### src/rtl/bcd2bin_n.sv
// N-digit BCD to binary converter, one digit per cycle, MSD first.
// Flags any digit above 9 and then reports a zero result.
module bcd2bin_n #(
    parameter int N_DIGITS = 4,
    parameter int BIN_W    = 14
) (
    input  logic                  clk,
    input  logic                  reset,
    input  logic                  start,
    input  logic [4*N_DIGITS-1:0] bcd,
    output logic                  ready,
    output logic                  done_tick,
    output logic                  err,
    output logic [BIN_W-1:0]      bin
);

    localparam int CNT_W = (N_DIGITS > 1) ? $clog2(N_DIGITS) : 1;

    function automatic int min_width(input int n);
        longint p;
        p = 1;
        for (int i = 0; i < n; i++) p = p * 10;
        return $clog2(p);
    endfunction

    generate
        if (N_DIGITS < 1 || BIN_W < min_width(N_DIGITS)) begin : g_param_chk
            $error("bcd2bin_n: N_DIGITS=%0d BIN_W=%0d out of range",
                   N_DIGITS, BIN_W);
        end
    endgenerate

    typedef enum logic [1:0] {
        IDLE,
        OP,
        DONE
    } state_t;

    state_t state, state_nxt;

    logic [4*N_DIGITS-1:0] sr;
    logic [BIN_W-1:0]      acc;
    logic [BIN_W-1:0]      acc_nxt;
    logic [CNT_W-1:0]      cnt;
    logic                  err_acc;
    logic                  err_nxt;
    logic [3:0]            digit;
    logic                  last;

    assign digit   = sr[4*N_DIGITS-1 -: 4];
    assign acc_nxt = (acc << 3) + (acc << 1) + BIN_W'(digit);
    assign err_nxt = err_acc | (digit > 4'd9);
    assign last    = (cnt == '0);

    always_ff @(posedge clk or posedge reset) begin
        if (reset) state <= IDLE;
        else       state <= state_nxt;
    end

    always_comb begin
        state_nxt = state;
        ready     = 1'b0;
        done_tick = 1'b0;
        unique case (state)
            IDLE: begin
                ready = 1'b1;
                if (start) state_nxt = OP;
            end
            OP: begin
                if (last) state_nxt = DONE;
            end
            DONE: begin
                done_tick = 1'b1;
                state_nxt = IDLE;
            end
            default: state_nxt = IDLE;
        endcase
    end

    // Results are committed only on the edge that enters DONE.
    always_ff @(posedge clk or posedge reset) begin
        if (reset) begin
            sr      <= '0;
            acc     <= '0;
            cnt     <= '0;
            err_acc <= 1'b0;
            bin     <= '0;
            err     <= 1'b0;
        end else if (state == IDLE && start) begin
            sr      <= bcd;
            acc     <= '0;
            cnt     <= CNT_W'(N_DIGITS - 1);
            err_acc <= 1'b0;
        end else if (state == OP) begin
            acc     <= acc_nxt;
            err_acc <= err_nxt;
            sr      <= sr << 4;
            if (last) begin
                bin <= err_nxt ? '0 : acc_nxt;
                err <= err_nxt;
            end else begin
                cnt <= cnt - 1'b1;
            end
        end
    end

endmodule

### config.mk
export PLATFORM = sky130hd
export DESIGN_NAME = bcd2bin_n
export DESIGN_NICKNAME = d
export VERILOG_FILES = /design/src/rtl/bcd2bin_n.sv
export SDC_FILE = /design/constraint.sdc
export NUM_CORES = 1
export LEC_CHECK = 0
export BUFFER_PORTS_ARGS = -buffer_cell sky130_fd_sc_hd__buf_4
export CORE_UTILIZATION = 60
export CTS_CLUSTER_SIZE = 20
export DETAILED_ROUTE_END_ITERATION = 8
export HOLD_SLACK_MARGIN = 0.08
export PLACE_DENSITY = 0.87
export SYNTH_ARGS = -nofsm -noshare
export SYNTH_HDL_FRONTEND = slang
export SYNTH_SLANG_ARGS = --single-unit
### constraint.sdc
create_clock -name clk -period 6.6 [get_ports clk]
set_clock_uncertainty 0.1 [all_clocks]
set_input_delay 0.99 -clock clk [delete_from_list [all_inputs] [get_ports clk]]
set_output_delay 0.99 -clock clk [all_outputs]
set_load 0.01 [all_outputs]
# Word level (Yosys, flattened, before mapping)
# Index checks and enable logic that the tools add are counted.
[word_totals]
ff_bits = 49
out_inout_bits = 17
wordCells = 40
[op_classes]
add_sub_neg = 3
n_lt_le_gt_ge = 1
eq_ne = 5
muxes = 15
n_bitwise = 2
reduce_logical = 7
[ops]
columns = ["op", "n"]
rows = [
  ["two-way mux 16 bit", 2],
  ["two-way mux 13 bit", 2],
  ["adder 14 bit", 1],
  ["adder 14 x 4 -> 14 bit", 1],
  ["two-way mux 14 bit", 1],
  ["two-way mux 2 bit", 5],
  ["greater-than comparator 4 bit (second input constant)", 1],
  ["logical NOT 2 bit", 2],
  ["two-way mux 1 bit", 4],
  ["!= test 2 bit (second input constant)", 2],
  ["case mux 2 bit (2 select lines)", 1],
  ["AND reduction 2 bit", 2],
  ["AND reduction 3 bit", 1],
  ["equality test 2 x 1 -> 1 bit (second input constant)", 1],
  ["equality test 2 bit (second input constant)", 1],
  ["!= test 2 x 1 -> 1 bit (second input constant)", 1],
  ["nonzero test 2 bit", 1],
  ["subtractor 2 x 1 -> 2 bit (second input constant)", 1],
  ["logical AND 1 bit", 1],
  ["inverter 1 bit", 1],
  ["OR 1 bit", 1],
]

# Logic depth before layout (Yosys ltp)
# Gate-level depths: netlist (run 1).
[logic_depth]
word_depth = 4
ltp_mapped = 10
ltp_nobuf = 10

# Least setup slack after synthesis (run 1)
# OpenSTA, ideal clock, no wires.
[synth_timing]
kind = "reg-to-reg"
startpoint = "register sr[15]"
endpoint = "register bin[12]"
setup_time_ps = 69
t_arrival_ps = 2407
t_required_ps = 6431
path_slack_ps = 4024
stages_incl_launch_ff = 10
cell_sequence = "dfrtp_1 -> inv_1 -> fa_1 -> fa_1 -> nor2b_4 -> nor3_2 -> o21bai_4 -> a21oi_2 -> or4_1 -> nand3_1"
[synth_via]
elab_chain_len = 3
[synth_rtl]
columns = ["item", "line", "text"]
rows = [
  ["start: declaration", "41", "logic [4*N_DIGITS-1:0] sr;"],
  ["start signal: assignment", "97", "sr <= sr << 4;"],
  ["branches (longest 2 deep; another with adder 14 x 4 -> 14 bit)", "n/a", ""],
  ["two-way mux 14 bit (*)", "99", "bin <= err_nxt ? '0 : acc_nxt;"],
  ["end signal: assignment", "99", ""],
  ["end: declaration", "14", "output logic [BIN_W-1:0] bin"],
]
# Every way passes the cells marked *.
# A chain may end at the register's enable or synchronous reset.

# Final worst setup path (run 1)
[layout_timing]
startpoint = "register acc[0]"
endpoint = "register bin[12]"
[layout_via]
elab_chain_len = 3
[layout_rtl]
columns = ["item", "line", "text"]
rows = [
  ["start: declaration", "42", "logic [BIN_W-1:0] acc;"],
  ["start signal: assignment", "95", "acc <= acc_nxt;"],
  ["adder 14 bit", "51", "assign acc_nxt = (acc << 3) + (acc << 1) + BIN_W'(digit);"],
  ["adder 14 x 4 -> 14 bit", "51", ""],
  ["two-way mux 14 bit", "99", ""],
]
# Every way passes these cells.

==> impl_metrics.csv, run 1 <==
group,metric,value,unit
worst_setup_path,required,6.75,ns
logic_synthesis,synth_cell_type_count,50,
detailed_routing,wl_per_cell,16.3,um
job,cap_violations,0,
detailed_routing,ant_nets,0,
power_and_ir_drop,cellLeakagePower,1.58,nW
clocking,cts_tree,"yes",
logic_synthesis,avgSynthCellArea,10.0,um^2
power_and_ir_drop,clockPowerShare,0.124,
logic_synthesis,synth_flop_cell,"dfrtp_1",
clocking,post_cts_buffers,0,
logic_synthesis,async_reset_ff_frac,1.00,
sta,finalHoldViolCount,0,
sta,max_clock_freq,364,MHz
detailed_routing,via_count,2147,
logic_synthesis,netlist_instances,272,
placement,place.gp.congestion,0.877,
floorplan,row_count,24,
worst_setup_path,crit_family,"adder cells",
power_and_ir_drop,ir_drop,0.313,mV
sta,fin_crit_sh,0.416,
sta,layout_min_cycle_time,2.75,ns
worst_setup_path,timing.critical_path.cells,"inv_1 -> fa_1 -> fa_1 -> nor2b_4 -> nor3_2 -> o21bai_4 -> a21oi_2 -> or4_1 -> nand3_1",
floorplan,die_x,69.3,um
finish,fin_util,0.714,
floorplan,core-area,4350,um^2
worst_setup_path,cp_common_cell,"fa_1",
placement,dp_hpwl,4030,um
logic_synthesis,netlist_area,2720,um^2
finish,drive_gt1_frac,0.185,
worst_setup_path,crit_type,"flop to flop",
clocking,htreeDepth,2,
power_and_ir_drop,intPower,1.00,mW
power_and_ir_drop,total_power,1.82,mW
grt,grt_pass1_vias,2019,
clocking,cts_max_path_buffers,2,
power_and_ir_drop,seqPwrFrac,0.294,
detailed_routing,vias_per_cell,6.05,
clocking,cts.clk_slew.worst_paths,0.09,ns
sta,relSlewSlack,0.324,
power_and_ir_drop,switchingPower,0.816,mW
status,status,"finished clean",
worst_setup_path,crit_path_end_kind,"flop",
grt,track_usage,0.253,
grt,antenna_found_initial,0,
clocking,cts-root-buf,"clkbuf_8",
clocking,postCtsResizedCells,0,
grt,grt_start_max_net_pins,50,
detailed_routing,dr.first_iter.drc_count,193,
sta,setup_tns,0,ns
finish,layout.nets,346,
placement,port_buffers,35,
clocking,numCtsBuffers,5,
detailed_routing,drt_wl_total,5780,um
sta,grt_setup_unrepaired,"no",
worst_setup_path,max_stage_delay,0.52,ns
worst_setup_path,start_kind,"flop",
grt,grt_pass1_wl,9520,um
clocking,clock_latency,0.31,ns
worst_setup_path,arrival,2.90,ns
detailed_routing,dr.pass1.iters,5,
grt,overflow,0,
power_and_ir_drop,switching_share,0.448,
floorplan,ios,36,
floorplan,initial_core_util,0.625,
sta,tightest_slew,1.01,ns
detailed_routing,drc_errors,0,
logic_synthesis,synth_warnings,0,
worst_setup_path,slowest_stage,"or4_1",
logic_synthesis,synthesis.nets,316,
floorplan,die_y,69.3,um
logic_synthesis,yosysSeqAreaShare,0.451,
clocking,cts_sinks,49,
worst_setup_path,cp.buffers_inverters,1,
min_path,hold_class,"flop to flop",
power_and_ir_drop,power_frac_comb,0.582,
power_and_ir_drop,power.density,585,nW/um^2
worst_setup_path,cp_max_fo,5,
logic_synthesis,ys_ff_latch,49,
finish,diodes,0,
clocking,cts-hold-fix-buffers,0,
floorplan,dieArea,4810,um^2
logic_synthesis,synth-edff-count,0,
sta,finalMaxSlewViolations,0,
sta,finalSetupViolations,0,
finish,synthToLayoutAreaGrowth,14.2,%
-- per-layer routing --
metal | GRT usage | vias to the layer above | share of wire
li1 | - | 1028 | -
met1 | 0.343 | 1033 | 0.44
met2 | 0.403 | 70 | 0.49
met3 | 0.0465 | 16 | 0.043
met4 | 0.0998 | 0 | 0.028
met5 | 0 | - | 0
-- worst min-delay path, cell delays in order (launching register included) --
cell,delay (ns)
dfrtp_1,0.35
nand2_1,0.05
nand3_1,0.06
-- final timing paths --
path | from | endpoint | slack, ns | cells after the start
setup / recovery | acc[0]$_DFFE_PP0P_ | bin[12]$_DFFE_PP0P_ | 3.85 | 9
hold / removal | bin[13]$_DFFE_PP0P_ | bin[13]$_DFFE_PP0P_ | 0.39 | 2
setup reg to reg | acc[0]$_DFFE_PP0P_ | bin[12]$_DFFE_PP0P_ | 3.85 | 9
hold reg to reg | bin[13]$_DFFE_PP0P_ | bin[13]$_DFFE_PP0P_ | 0.39 | 2
max in group asynchronous | reset | sr[10]$_DFFE_PP0P_ | 4.97 | 2
min in group asynchronous | reset | cnt[0]$_DFFE_PP0P_ | 0.82 | 2
-- cells in the final DEF (no fill, tap or decap), types with 3 or more instances in the layout --
| cell | count |
|---|---|
| xnor2_1 | 7 |
| nor2_1 | 10 |
| dfrtp_1 | 49 |
| nor3_1 | 3 |
| nand2_1 | 56 |
| inv_1 | 10 |
| clkbuf_8 | 6 |
| nand3_1 | 8 |
| o2bb2ai_1 | 4 |
| a22oi_1 | 11 |
| o21ai_0 | 14 |
| ha_1 | 23 |
| a22o_1 | 12 |
| a21o_1 | 3 |
| buf_4 | 36 |
| a21oi_1 | 6 |
-- registers in the layout, summed over array words and instances (netlist names) --
signal and flops:
cnt 2, err_acc 1, sr 16, bin 14, state 2, err 1, acc 13
-- kinds of logic after synthesis --
kind of cell	count (synthesis)	synth area share
flops	49	0.451
simple gates	96	0.169
buf+inv	24	0.0414
compound gates	68	0.186
fa+ha+maj	25	0.120
mux	1	0.00368
xor+xnor	9	0.0290
-- per-stage QoR --
stage | area, um^2 | std cells | hold slack (ns) | worst slack, ns
2_1_floorplan | 2720 | 272 | 0.346 | 4.02
3_3_place_gp | 2990 | 347 | 0.358 | 3.67
4_1_cts | 3110 | 355 | 0.396 | 3.84
6_report | 3110 | 355 | 0.389 | 3.85
3_5_place_dp | 2990 | 347 | 0.376 | 3.67
5_1_grt | 3110 | 355 | 0.425 | 3.70
-- cell type report --
class | instances | area (um^2)
Inverter | 11 | 41.3
Clock inverter | 2 | 37.5
Tap cell | 52 | 65.1
Clock buffer | 6 | 82.6
Sequential cell | 49 | 1230
Timing Repair Buffer | 36 | 270
Multi-Input combinational cell | 199 | 1390
Fill cell | 315 | 1250
-- power groups by stage --
stage          sequential, mW  combinational, mW  clock [mW]
5_1_grt                 0.551               1.18       0.236
4_1_cts                 0.533               1.05       0.227
3_3_place_gp            0.532               1.00           0
2_1_floorplan           0.528              0.804           0
6_report                0.535               1.06       0.225
3_5_place_dp            0.539               1.04           0
-- synthesized netlist by cell type, types with 3 or more instances --
cell type | instances | area share
inv_1 | 11 | 0.015
o2bb2ai_1 | 4 | 0.013
a22o_1 | 12 | 0.039
o21ai_0 | 14 | 0.026
a22oi_1 | 11 | 0.030
ha_1 | 23 | 0.11
clkbuf_1 | 5 | 0.0069
nand3_1 | 8 | 0.015
nor3_1 | 3 | 0.0055
a21oi_1 | 6 | 0.011
nand2_1 | 56 | 0.077
nor2_1 | 10 | 0.014
xnor2_1 | 7 | 0.023
dfrtp_1 | 49 | 0.45
a21o_1 | 3 | 0.0083
buf_2 | 3 | 0.0055
No activity file was read; power rests on OpenSTA's default activity.
==> run 2, diff against run 1 <==
--- a/config.mk
+++ b/config.mk
@@ -6,11 +6,11 @@
 export NUM_CORES = 1
 export LEC_CHECK = 0
 export BUFFER_PORTS_ARGS = -buffer_cell sky130_fd_sc_hd__buf_4
-export CORE_UTILIZATION = 60
+export CORE_UTILIZATION = 57
 export CTS_CLUSTER_SIZE = 20
 export DETAILED_ROUTE_END_ITERATION = 8
 export HOLD_SLACK_MARGIN = 0.08
-export PLACE_DENSITY = 0.87
+export PLACE_DENSITY = 0.84
 export SYNTH_ARGS = -nofsm -noshare
 export SYNTH_HDL_FRONTEND = slang
 export SYNTH_SLANG_ARGS = --single-unit
==> constraint.sdc (replaced) <==
create_clock -name clk -period 2.6 [get_ports clk]
set_clock_uncertainty 0.1 [all_clocks]
set_input_delay 0.39 -clock clk [delete_from_list [all_inputs] [get_ports clk]]
set_output_delay 0.39 -clock clk [all_outputs]
set_load 0.01 [all_outputs]
==> impl_metrics.csv, run 2 (synthesized netlist as in run 1, its figures left out) <==
group,metric,value,unit
status,status,"finished with violations",
status,violations,"DRC, setup timing",
finish,diodes,0,
finish,top_regs,"sr x16, bin x14, acc x13",
floorplan,initial_core_util,0.608,
worst_setup_path,crit_path_end_kind,"flop",
grt,grt_pass1_wl,9830,um
detailed_routing,dr.pass1.iters,6,
clocking,numCtsBuffers,5,
finish,drive_gt1_frac,0.246,
sta,fin_crit_sh,1.01,
grt,grt_pass1_vias,2090,
grt,antenna_found_initial,0,
floorplan,die_y,71.1,um
placement,dp.cells,358,
finish,synthToLayoutAreaGrowth,20.0,%
power_and_ir_drop,power.density,1520,nW/um^2
clocking,cts.clk_slew.worst_paths,0.09,ns
sta,layout_min_cycle_time,2.61,ns
sta,finalSetupViolations,1,
detailed_routing,drc_errors,6,
floorplan,core-area,4470,um^2
min_path,hold_class,"primary input to async pin",
job,cap_violations,0,
placement,place.gp.congestion,0.894,
power_and_ir_drop,total_power,4.95,mW
finish,largest_reg_flops,16,
finish,layout_commonest_cell,"nand2_1",
finish,final_cell_mix,"56 x nand2_1, 50 x buf_4, 49 x dfrtp_1, 22 x ha_1, 14 x o21ai_0",
power_and_ir_drop,ir_drop,0.719,mV
clocking,htreeDepth,2,
worst_setup_path,start_kind,"flop",
detailed_routing,dr.first_iter.drc_count,180,
sta,relSlewSlack,0.598,
sta,finalMaxSlewViolations,0,
detailed_routing,via_count,2210,
finish,layout.nets,360,
clocking,cts_tree,"yes",
sta,tightest_slew,0.604,ns
sta,setup_tns,-0.0139,ns
sta,finalHoldViolCount,0,
clocking,cts_sinks,49,
floorplan,row_count,24,
worst_setup_path,arrival,2.72,ns
floorplan,dieArea,5050,um^2
worst_setup_path,crit_type,"flop to flop",
worst_setup_path,cp_max_fo,3,
clocking,cts-root-buf,"clkbuf_8",
worst_setup_path,required,2.71,ns
grt,track_usage,0.257,
placement,dp_hpwl,4220,um
sta,grt_setup_unrepaired,"yes",
placement,port_buffers,35,
detailed_routing,ant_nets,0,
detailed_routing,drt_wl_total,6130,um
grt,grt_start_max_net_pins,50,
detailed_routing,vias_per_cell,5.99,
floorplan,ios,36,
sta,fin_ws,-0.0139,ns
detailed_routing,wl_per_cell,16.6,um
power_and_ir_drop,cellLeakagePower,1.67,nW
clocking,clock_latency,0.31,ns
grt,overflow,0,
sta,max_clock_freq,383,MHz
finish,largest-register,"sr",
finish,finish.cell_count_without_fillers,369,
floorplan,die_x,71.1,um
clocking,cts_max_path_buffers,2,
## run 2: cell count changes in the layout (fill, tap and decap cells not counted), sizes merged
cell      before  now
buf           36   50
clkbuf         6    7
clkinvlp       1    0
## run 2: through the flow
stage	hold slack, ns	setup WS (ns)	area, um^2	utilization
6_report	0.127	-0.0139	3270	0.730
5_1_grt	0.186	-0.103	3270	0.730
4_1_cts	0.146	0.0103	3210	0.717
3_5_place_dp	0.367	-0.0689	3070	0.686
3_3_place_gp	0.362	0.0331	3070	0.686
2_1_floorplan	0.346	0.0240	2720	-
## run 2: layout make-up
type / instances / area (um^2)
repair buffers: 50 / 375
well taps: 52 / 65.1
inverters: 11 / 41.3
fillers: 319 / 1210
flip-flops and latches: 49 / 1230
clock inverters: 1 / 30.0
multi-input cells: 199 / 1440
clock buffers: 7 / 86.3
## run 2: layer usage
metal,GRT usage,part of all wire,up-vias
met3,0.0570,0.045,11
met4,0.0889,0.022,0
met2,0.440,0.51,63
met5,0,0,-
li1,-,-,1057
met1,0.323,0.42,1079
## run 2: what timing repair did
| item | in CTS | in global routing |
|---|---|---|
| hold buffers | 0 | 0 |
| pin swaps | 3 | 12 |
| setup buffers | 0 | 3 |
| resized for setup | 5 | 6 |
| endpoints found under the setup margin | 7 | 10 |
## run 2: report_power, final
group / switching, mW / internal (mW) / total [mW]
combinational: 1.70 / 1.33 / 3.02
sequential: 0.242 / 1.11 / 1.36
clock: 0.257 / 0.314 / 0.571
## run 2: worst max-delay path: stages (launching register included)
cell      delay, ns
dfrtp_1        0.37
inv_2          0.06
fa_1           0.58
inv_1          0.06
ha_1           0.28
a21o_1         0.13
nand4_1        0.13
a21boi_2       0.25
a41oi_2        0.17
xnor2_2        0.19
a22o_1         0.18
## run 2: final timing paths
path	to	startpoint	slack, ns	cells past startpoint
max	bin[11]$_DFFE_PP0P_	acc[2]$_DFFE_PP0P_	-0.01	10
min	sr[0]$_DFFE_PP0P_	reset	0.13	3
max reg2reg	bin[11]$_DFFE_PP0P_	acc[2]$_DFFE_PP0P_	-0.01	10
min reg2reg	sr[10]$_DFFE_PP0P_	sr[10]$_DFFE_PP0P_	0.39	2
max in group asynchronous	bin[11]$_DFFE_PP0P_	reset	1.87	3
min in group clk	sr[3]$_DFFE_PP0P_	bcd[3]	0.18	3
